## src/rtl/framing_pkg.sv

```systemverilog
// framing_pkg: shared frame geometry, header codes, idle reference frame and deframer states.
package framing_pkg;
  localparam int FRAME_LEN   = 102;
  localparam int HDR_LEN     = 6;
  localparam int PAYLOAD_LEN = FRAME_LEN - HDR_LEN;
  localparam int WORD_W      = 32;
  localparam logic [HDR_LEN-1:0] HDR_IDLE = 6'b111111;
  localparam logic [HDR_LEN-1:0] HDR_DATA = 6'b000000;
  typedef enum logic [1:0] {HUNT, VERIFY, LOCKED} state_e;
  // First-received bit sits at the MSB; idle payload runs 0,0,1,1,0,0,...
  function automatic logic [FRAME_LEN-1:0] make_idle();
    logic [FRAME_LEN-1:0] f;
    for (int i = 0; i < FRAME_LEN; i++)
      f[FRAME_LEN-1-i] = (i < HDR_LEN) || ((i - HDR_LEN) % 4 >= 2);
    return f;
  endfunction
  localparam logic [FRAME_LEN-1:0] IDLE_FRAME = make_idle();
endpackage

```

## src/rtl/sync_fifo.sv

```systemverilog
// sync_fifo: single-clock word buffer with full/empty flags and async active-low reset.
module sync_fifo #(
  parameter int W     = 32,
  parameter int DEPTH = 4
) (
  input  logic         clk,
  input  logic         rst_n,
  input  logic         push,
  input  logic [W-1:0] wdata,
  input  logic         pop,
  output logic         full,
  output logic         empty,
  output logic [W-1:0] rdata
);
  localparam int AW = DEPTH > 1 ? $clog2(DEPTH) : 1;
  localparam int CW = $clog2(DEPTH + 1);
  logic [W-1:0]  mem_q [DEPTH];
  logic [AW-1:0] wptr_q, wptr_d, rptr_q, rptr_d;
  logic [CW-1:0] cnt_q, cnt_d;
  logic          do_push, do_pop;
  assign full    = cnt_q == CW'(DEPTH);
  assign empty   = cnt_q == '0;
  assign rdata   = mem_q[rptr_q];
  assign do_push = push && !full;
  assign do_pop  = pop && !empty;
  always_comb begin
    wptr_d = do_push ? (wptr_q == AW'(DEPTH-1) ? '0 : wptr_q + AW'(1)) : wptr_q;
    rptr_d = do_pop ? (rptr_q == AW'(DEPTH-1) ? '0 : rptr_q + AW'(1)) : rptr_q;
    cnt_d  = cnt_q + CW'(do_push) - CW'(do_pop);
  end
  always_ff @(posedge clk or negedge rst_n) begin
    if (!rst_n) begin
      wptr_q <= '0;
      rptr_q <= '0;
      cnt_q  <= '0;
      for (int i = 0; i < DEPTH; i++) mem_q[i] <= '0;
    end else begin
      wptr_q <= wptr_d;
      rptr_q <= rptr_d;
      cnt_q  <= cnt_d;
      if (do_push) mem_q[wptr_q] <= wdata;
    end
  end
endmodule

```

## src/rtl/frame_deframer.sv

```systemverilog
// frame_deframer: hunts for the idle frame, tracks header lock, and emits data-frame
// payload as 32-bit words through an output FIFO.
module frame_deframer #(
  parameter int FRAME_LEN   = 102,
  parameter int HDR_LEN     = 6,
  parameter int LOSS_THRESH = 3,
  parameter int FIFO_DEPTH  = 4
) (
  input  logic        clk,
  input  logic        rst_n,
  input  logic        in_valid,
  input  logic        in_data,
  output logic        in_ready,
  output logic        out_valid,
  output logic [31:0] out_data,
  input  logic        out_ready,
  output logic        locked,
  output logic        hdr_err
);
  import framing_pkg::*;
  localparam int CW = $clog2(FRAME_LEN);
  localparam int MW = $clog2(LOSS_THRESH + 1);
  state_e                state_q, state_d;
  logic [CW-1:0]         bit_cnt_q, bit_cnt_d;
  logic [MW-1:0]         miss_q, miss_d;
  logic [FRAME_LEN-1:0]  sr_q, sr_d;
  logic                  is_data_q, is_data_d, locked_q, locked_d, hdr_err_q, hdr_err_d;
  logic                  accept, push, full, empty, word_end, hdr_ok;
  logic [HDR_LEN-1:0]    hdr;
  assign accept    = in_valid && in_ready;
  assign in_ready  = !full;
  assign out_valid = !empty;
  assign locked    = locked_q;
  assign hdr_err   = hdr_err_q;
  assign hdr       = sr_d[HDR_LEN-1:0];
  assign hdr_ok    = hdr == HDR_DATA || hdr == HDR_IDLE;
  assign word_end  = bit_cnt_q == CW'(HDR_LEN + WORD_W - 1) ||
                     bit_cnt_q == CW'(HDR_LEN + 2*WORD_W - 1) ||
                     bit_cnt_q == CW'(FRAME_LEN - 1);
  // The low word of the shift register is the payload word being assembled, MSB first.
  assign push      = accept && state_q == LOCKED && is_data_q && word_end;
  always_comb begin
    sr_d      = accept ? {sr_q[FRAME_LEN-2:0], in_data} : sr_q;
    state_d   = state_q;
    bit_cnt_d = bit_cnt_q;
    miss_d    = miss_q;
    is_data_d = is_data_q;
    hdr_err_d = 1'b0;
    if (accept && state_q == HUNT) begin
      if (sr_d == IDLE_FRAME) begin
        state_d   = VERIFY;
        bit_cnt_d = '0;
      end
    end else if (accept) begin
      bit_cnt_d = bit_cnt_q == CW'(FRAME_LEN-1) ? '0 : bit_cnt_q + CW'(1);
      if (bit_cnt_q == CW'(HDR_LEN-1)) begin
        is_data_d = hdr == HDR_DATA;
        hdr_err_d = !hdr_ok;
        if (hdr_ok) begin
          state_d = LOCKED;
          miss_d  = '0;
        end else if (state_q == VERIFY || miss_q == MW'(LOSS_THRESH-1)) begin
          state_d   = HUNT;
          miss_d    = '0;
          bit_cnt_d = '0;
        end else begin
          miss_d = miss_q + MW'(1);
        end
      end
    end
    locked_d = state_d == LOCKED;
  end
  always_ff @(posedge clk or negedge rst_n) begin
    if (!rst_n) begin
      state_q   <= HUNT;
      bit_cnt_q <= '0;
      miss_q    <= '0;
      sr_q      <= '0;
      is_data_q <= 1'b0;
      locked_q  <= 1'b0;
      hdr_err_q <= 1'b0;
    end else begin
      state_q   <= state_d;
      bit_cnt_q <= bit_cnt_d;
      miss_q    <= miss_d;
      sr_q      <= sr_d;
      is_data_q <= is_data_d;
      locked_q  <= locked_d;
      hdr_err_q <= hdr_err_d;
    end
  end
  sync_fifo #(.W(WORD_W), .DEPTH(FIFO_DEPTH)) u_fifo (
    .clk   (clk),
    .rst_n (rst_n),
    .push  (push),
    .wdata (sr_d[WORD_W-1:0]),
    .pop   (out_ready),
    .full  (full),
    .empty (empty),
    .rdata (out_data)
  );
endmodule
```

## config.mk

```make
export PLATFORM = sky130hd
export DESIGN_NAME = frame_deframer
export DESIGN_NICKNAME = d
export VERILOG_FILES = /design/src/rtl/framing_pkg.sv /design/src/rtl/sync_fifo.sv /design/src/rtl/frame_deframer.sv
export SDC_FILE = /design/constraint.sdc
export NUM_CORES = 1
export LEC_CHECK = 0
export ABC_AREA = 1
export ABC_CLOCK_PERIOD_IN_PS = 1900
export CAP_MARGIN = 10
export CORE_ASPECT_RATIO = 1.4
export CORE_UTILIZATION = 55
export DETAILED_ROUTE_END_ITERATION = 7
export GPL_ROUTABILITY_DRIVEN = 0
export PLACE_DENSITY = 0.73
export SLEW_MARGIN = 40
export SYNTH_ARGS = -nofsm -noshare
export SYNTH_HDL_FRONTEND = slang
export SYNTH_SLANG_ARGS = --single-unit
```

## constraint.sdc

```tcl
create_clock -name clk -period 1.9 [get_ports clk]
set_input_delay 0.57 -clock clk [delete_from_list [all_inputs] [get_ports clk]]
set_output_delay 0.57 -clock clk [all_outputs]
set_load 0.01 [all_outputs]
```

==> reports/results.tsv <==
metric	value	unit
layout.nets	1551	
maxCapViolations	0	
synthTopCellsByArea	dfrtp_1 56%, nand2_1 13%, o21ai_0 10%, nor2_1 4.2%, inv_1 4.1%	
fin_crit	2750	ps
syn_to_final_growth	44.7	%
design.die.area	20900	sq um
die_w	122	microns
cp.required	1330	ps
grt_pass1_vias	9221	
power	0.0233	W
relSlewSlack	54.9	%
fin_crit_sh	144	%
grt_use_met2	48.1	%
synthArstFlopShare	100	%
setup_ws	-845	ps
syn_nets	1356	
pre_cts_slack	-455	ps
grt-busiest-layer	met2	
ir_drop	1.15	mV
clock-skew-final	24.0	ps
grt_pass1_wl	44.2	mm
worst-path-buf-inv	3	
clockBufferDepth	3	
rows	61	
drt_pass1_iterations	8	
wl	47.0	mm
overflow	0	
r2r-end	locked$_DFF_PN0_	
synth-seq-cells	251	
hold_viol	0	
crit_cells	5	
use_met1	32.5	%
cp-startpoint	u_fifo.rptr_q[0]$_DFFE_PN0P_	
synth-edff-count	0	
synthDistinctLibCells	31	
syn_area	11200	sq um
root_buffer	clkbuf_16	
hp-class	reg -> reg	
path_clk_slew	70	ps
gr-usage-all-layers	26.8	%
initial_core_util	56.3	%
path_cells	clkinv_4, clkbuf_16, o21ai_1, o22ai_2, buf_2	
drcViolationCount	0	
reg2reg_from	u_fifo.cnt_q[0]$_DFF_PN0_	
clkLatencyLatePin	560	ps
synth_top_area_cell	dfrtp_1	
critPathMaxStageDelay	530	ps
yosysMostFrequentCell	nand2_1	
yosysSeqAreaShare	56.3	%
worst_setup_path_end_kind	primary output	
arrival	2180	ps
core_area	19800	sq um
timing.fmax	364	MHz
startpoint_type	flop	
ff2ff_path_depth	16	
die_h	171	microns
dr_total_vias	11812	
clock_sinks	251	
rsz0062_at_grt	yes	
outcome	complete, but fails checks	
drive_gt1_share	37.5	%
synth_area_per_cell	8.33	sq um
leakagePower	7.92	nW
worst_pin_slew	672	ps
ys_warn_count	0	
critPathTopFamily	compound AO/OA/AOI/OAI gates	
slowest_stage	o21ai_1	
powerDensity	1440	nW/um^2
vias_per_cell	6.54	
violations	setup timing	
htreeDepth	1	
syn_inst	1340	
numCtsBuffers	25	
finalSetupViolCount	178	
grt_util_met3	3.30	%
numPortBuffers	40	
dp_hpwl	16.7	mm
wl_per_cell	26.0	microns
critPathMaxFanout	6	
synthFlopType	dfrtp_1	
grt_max_degree	65	
synth_common_cells	388 x nand2_1, 251 x dfrtp_1, 224 x o21ai_0, 124 x nor2_1, 122 x inv_1	
drt_iter0_drc	1377	
r2r_slack	-610	ps
antenna_found_initial	1	
yosysTopAreaCellShare	56.3	%
io_pins	41	
slew_viol_final	0	
ant_nets	0	
criticalPathCategory	reg -> out	
cts_tree	built	
cp-endpoint	out_data[12]	
## kinds of logic after synthesis
group	synth area share, %
flip-flops	56.3
XOR/XNOR	0.235
adder cells (fa/ha/maj)	1.30
AO/OA/AOI/OAI	12.6
buffers and inverters	7.54
AND/OR/NAND/NOR	22.0
## tightest hold or removal path: stages, from the launching register on
cell	delay [ps]
dfrtp_1	340
nand2_1	50
o21ai_0	60
## area by class of cell
type,instances,area (sq um)
fillers,953,3690
well taps,252,315
clock buffers,34,699
clock inverters,10,108
repair buffers,239,2800
flip-flops and latches,251,6280
inverters,123,487
multi-input cells,895,5460
diodes,1,2.50
## metal layers
metal,up-vias,part of all wire (%)
met5,-,0.13
met2,1012,45
li1,4727,-
met3,490,13
met1,5581,30
met4,2,12
## state kept, by name (all words and copies together) (netlist names)
register	cells
u_fifo.wptr_q	2
miss_q	2
u_fifo.rptr_q	2
u_fifo.cnt_q	3
hdr_err	1
sr_q	102
state_q	2
u_fifo.mem_q	128
is_data_q	1
bit_cnt_q	7
locked	1
## power breakdown
group / internal [W] / switching [W]
combinational: 0.00450 / 0.00650
clock: 0.00285 / 0.00222
sequential: 0.00644 / 0.000784
## worst min path at each step
stage	slack, ps	from	endpoint	cells after the start
floorplan	270	rst_n	bit_cnt_q[0]$_DFFE_PN0P_	0
global placement	460	u_fifo.mem_q[61]$_DFFE_PN0P_	u_fifo.mem_q[61]$_DFFE_PN0P_	2
finish	480	u_fifo.mem_q[46]$_DFFE_PN0P_	u_fifo.mem_q[46]$_DFFE_PN0P_	2
CTS	480	sr_q[101]$_DFF_PN0_	sr_q[101]$_DFF_PN0_	2
detailed placement	460	sr_q[101]$_DFF_PN0_	sr_q[101]$_DFF_PN0_	2
global route	510	u_fifo.mem_q[54]$_DFFE_PN0P_	u_fifo.mem_q[54]$_DFFE_PN0P_	2
## cells in the final DEF (no fill, tap or decap), types with 3 or more instances in the layout
master	Yosys	layout
nand2_1	388	249
dfrtp_1	251	248
inv_1	122	119
buf_4	8	107
nor2_1	124	89
o21ai_2	1	85
o21ai_1	4	81
nand2_2	6	80
nand2_4	1	60
o21ai_0	224	59
nand3_1	71	58
clkbuf_16	0	51
buf_12	0	34
nor2_2	1	32
buf_2	7	32
buf_6	9	25
o22ai_1	32	24
nand3_2	0	12
nand3b_1	12	12
ha_1	10	9
o22ai_2	0	8
nand2_8	0	8
buf_8	0	7
clkinv_2	0	6
clkbuf_1	44	5
nor2_4	0	4
o21ai_4	0	4
clkbuf_8	0	4
a21oi_1	3	3
dfrtp_2	0	3
## metrics by stage
stage / setup TNS (ps) / hold WS [ps] / utilization, % / instance area, sq um / cells
6_report: -53230 / 482 / 81.4 / 16200 / 1805
5_1_grt: -61650 / 506 / 81.4 / 16200 / 1804
4_1_cts: -16580 / 479 / 69.1 / 13700 / 1742
3_5_place_dp: -52600 / 461 / 64.0 / 12700 / 1687
3_3_place_gp: -49150 / 461 / 64.0 / 12700 / 1687
2_1_floorplan: -105 / 274 / - / 11200 / 1340
## repair_timing
action,in CTS,in global routing
resized for setup,198,548
pin swaps,12,62
endpoints found under the hold margin,34,0
hold buffers,1,0
cloned,5,41
setup buffers,6,23
setup endpoints to repair,180,180
No activity file was read; power rests on OpenSTA's default activity.
==> patch: new RTL, config.mk and constraints unchanged <==
Compare `bit_cnt_q` against `CW'(HDR_LEN + 2*WORD_W - 1)` with >= in place of ==.
--- a/src/rtl/frame_deframer.sv
+++ b/src/rtl/frame_deframer.sv
@@ -37,3 +37,3 @@
   assign word_end  = bit_cnt_q == CW'(HDR_LEN + WORD_W - 1) ||
-                     bit_cnt_q == CW'(HDR_LEN + 2*WORD_W - 1) ||
+                     bit_cnt_q >= CW'(HDR_LEN + 2*WORD_W - 1) ||
                      bit_cnt_q == CW'(FRAME_LEN - 1);
Behaviour: no difference found for any inputs over 10 cycles, from zero or initial values and one cycle with rst_n low; that may be too few to reach the edited logic, so the function may still have changed.
==> patch against the original RTL <==
- the flow still finishes with violations (setup timing)
- setup slack better by 0.066 ns
- register-to-register slack better by 0.04 ns
- first-iteration DRC count increased by 8.9%
- cell area rose by 4.3%
- synthesized area up 1.6%
- routed wire length grew 0.32%
- power increased by 1.8%
- largest cell class unchanged
- sequential cell count did not move
==> patch: results <==
export IMPL_result_of_the_run="finished, violations left"
export IMPL_failed_checks="setup timing"
export IMPL_tritoncts_buffers=25
export IMPL_synthesized_area_fraction_occupied_by_adder_cells_pct=1.28
export IMPL_via_count_of_the_first_global_routing_pass=10700
export IMPL_ys_top_cells_by_count="451 x nand2_1, 251 x dfrtp_1, 179 x o21ai_0, 120 x nor2_1, 117 x inv_1"
export IMPL_setup_viol_count_final=180
export IMPL_finalSetupTns_ns=-70.81
export IMPL_arrival_time_at_the_worst_endpoint_ns=2.11
export IMPL_grt_total_usage_pct=33.2
export IMPL_drive_above_1_share_pct=39.7
export IMPL_synth_async_sr_flop_share_pct=100
export IMPL_grt_first_pass_wirelength_um=54400
export IMPL_nets=1612
export IMPL_worst_ir_drop_vdd_v=0.00110
export IMPL_drtIter0Drc=1500
export IMPL_cpPeakStageDelay_ns=0.42
export IMPL_synth_compound_area_share_pct=10.6
export IMPL_worst_r2r_path_depth=15
export IMPL_finalWirelength_um=47100
export IMPL_num_fill_cells=854
export IMPL_worstSkewPairLatency_ns=0.54
export IMPL_post_synth_xor_area_fraction_pct=0.463
export IMPL_hold_violations=0
export IMPL_place_detailed_hpwl_um=17900
export IMPL_detailroute_via_count=12100
export IMPL_timing_final_ws_setup_ns=-0.779
export IMPL_dominantRegCellSynth="dfrtp_1"
export IMPL_synth_distinct_cells=32
export IMPL_leakage_nw=8.30
export IMPL_number_of_placed_instances_taps_included=1730
export IMPL_antenna_violations_before_repair=5
export IMPL_largestRegisters="u_fifo.mem_q x128, sr_q x102, bit_cnt_q x7"
export IMPL_synth_top_cells_by_area="dfrtp_1 55%, nand2_1 15%, o21ai_0 7.9%, nand3_1 4.0%, nor2_1 4.0%"
export IMPL_finClkSkew_ns=0.0164
export IMPL_ys_seq_area_share_pct=55.4
export IMPL_grt_max_degree=60
export IMPL_synthesis_nets=1393
export IMPL_syn_cell_area_sq_mm=0.0113
export IMPL_worstPathMaxFanout=8
export IMPL_synthesized_area_divided_by_synthesized_cell_count_sq_um=8.24
export IMPL_port_buffers=40
export IMPL_vias_per_cell=6.48
export IMPL_post_dp_cell_area_sq_mm=0.0129
export IMPL_timing_max_slew_rel_slack_pct=51.7
export IMPL_critical_path_slowest_cell="dfrtp_2"
export IMPL_drt_pre_antenna_iters=6
## patch: cells by family after synthesis
group           after synthesis
compound gates              229
xor+xnor                      6
fa+ha+maj                    11
buf+inv                     193
flops                       251
simple gates                687
## patch: layout make-up
type / count / area (sq um) / area share (%)
diodes: 4 / 10.0 / 0.0594
clock buffers: 33 / 686 / 4.07
clock inverters: 12 / 155 / 0.920
inverters: 119 / 474 / 2.81
multi-input cells: 938 / 5840 / 34.6
flip-flops and latches: 251 / 6280 / 37.3
well taps: 252 / 315 / 1.87
repair buffers: 260 / 3090 / 18.3
repair inverters: 1 / 8.76 / 0.0520
## patch: metrics by stage
step / worst slack, ns / hold slack (ns)
2_1_floorplan: -0.0737 / 0.274
3_5_place_dp: -0.530 / 0.460
3_3_place_gp: -0.492 / 0.456
6_report: -0.779 / 0.491
5_1_grt: -0.857 / 0.508
4_1_cts: -0.451 / 0.479
## patch: path summary, 6_finish.rpt
| check | start | endpoint | slack (ns) |
|---|---|---|---|
| max in group asynchronous | rst_n | bit_cnt_q[5] | 0.70 |
| hold / removal | miss_q[1] | miss_q[1] | 0.49 |
| setup reg to reg | u_fifo.cnt_q[1] | bit_cnt_q[3] | -0.57 |
| min in group asynchronous | rst_n | u_fifo.mem_q[1] | 0.52 |
| hold reg to reg | miss_q[1] | miss_q[1] | 0.49 |
| setup / recovery | u_fifo.rptr_q[0] | out_data[6] | -0.78 |
## patch: report_power, final
| part | leakage, nW | internal (mW) | total [mW] | switching, mW |
|---|---|---|---|---|
| combinational | 4.60 | 4.61 | 11.3 | 6.66 |
| sequential | 3.31 | 6.43 | 7.23 | 0.804 |
| clock | 0.400 | 2.97 | 5.22 | 2.25 |
| total | 8.30 | 14.0 | 23.7 | 9.72 |
## patch: layer usage
layer | share of wire (%) | GRT usage [%] | routed length [um]
met2 | 46 | 56.8 | 21600
met5 | 0.025 | 0 | 12
met4 | 9.8 | 18.4 | 4630
met1 | 32 | 39.9 | 15100
met3 | 12 | 4.78 | 5760
## patch: repair_timing
| item | CTS | global route |
|---|---|---|
| hold endpoints to repair | 41 | 0 |
| hold buffers | 1 | 0 |
| pin swaps | 48 | 61 |
| resized for setup | 412 | 409 |
| endpoints found under the setup margin | 116 | 181 |
| cloned | 28 | 18 |
| buffers inserted | 37 | 24 |
## patch: worst min-delay path: cells and delay by family, from the launching register on
kind / cells / cell delay (ns)
flops: 1 / 0.35
simple gates: 2 / 0.12
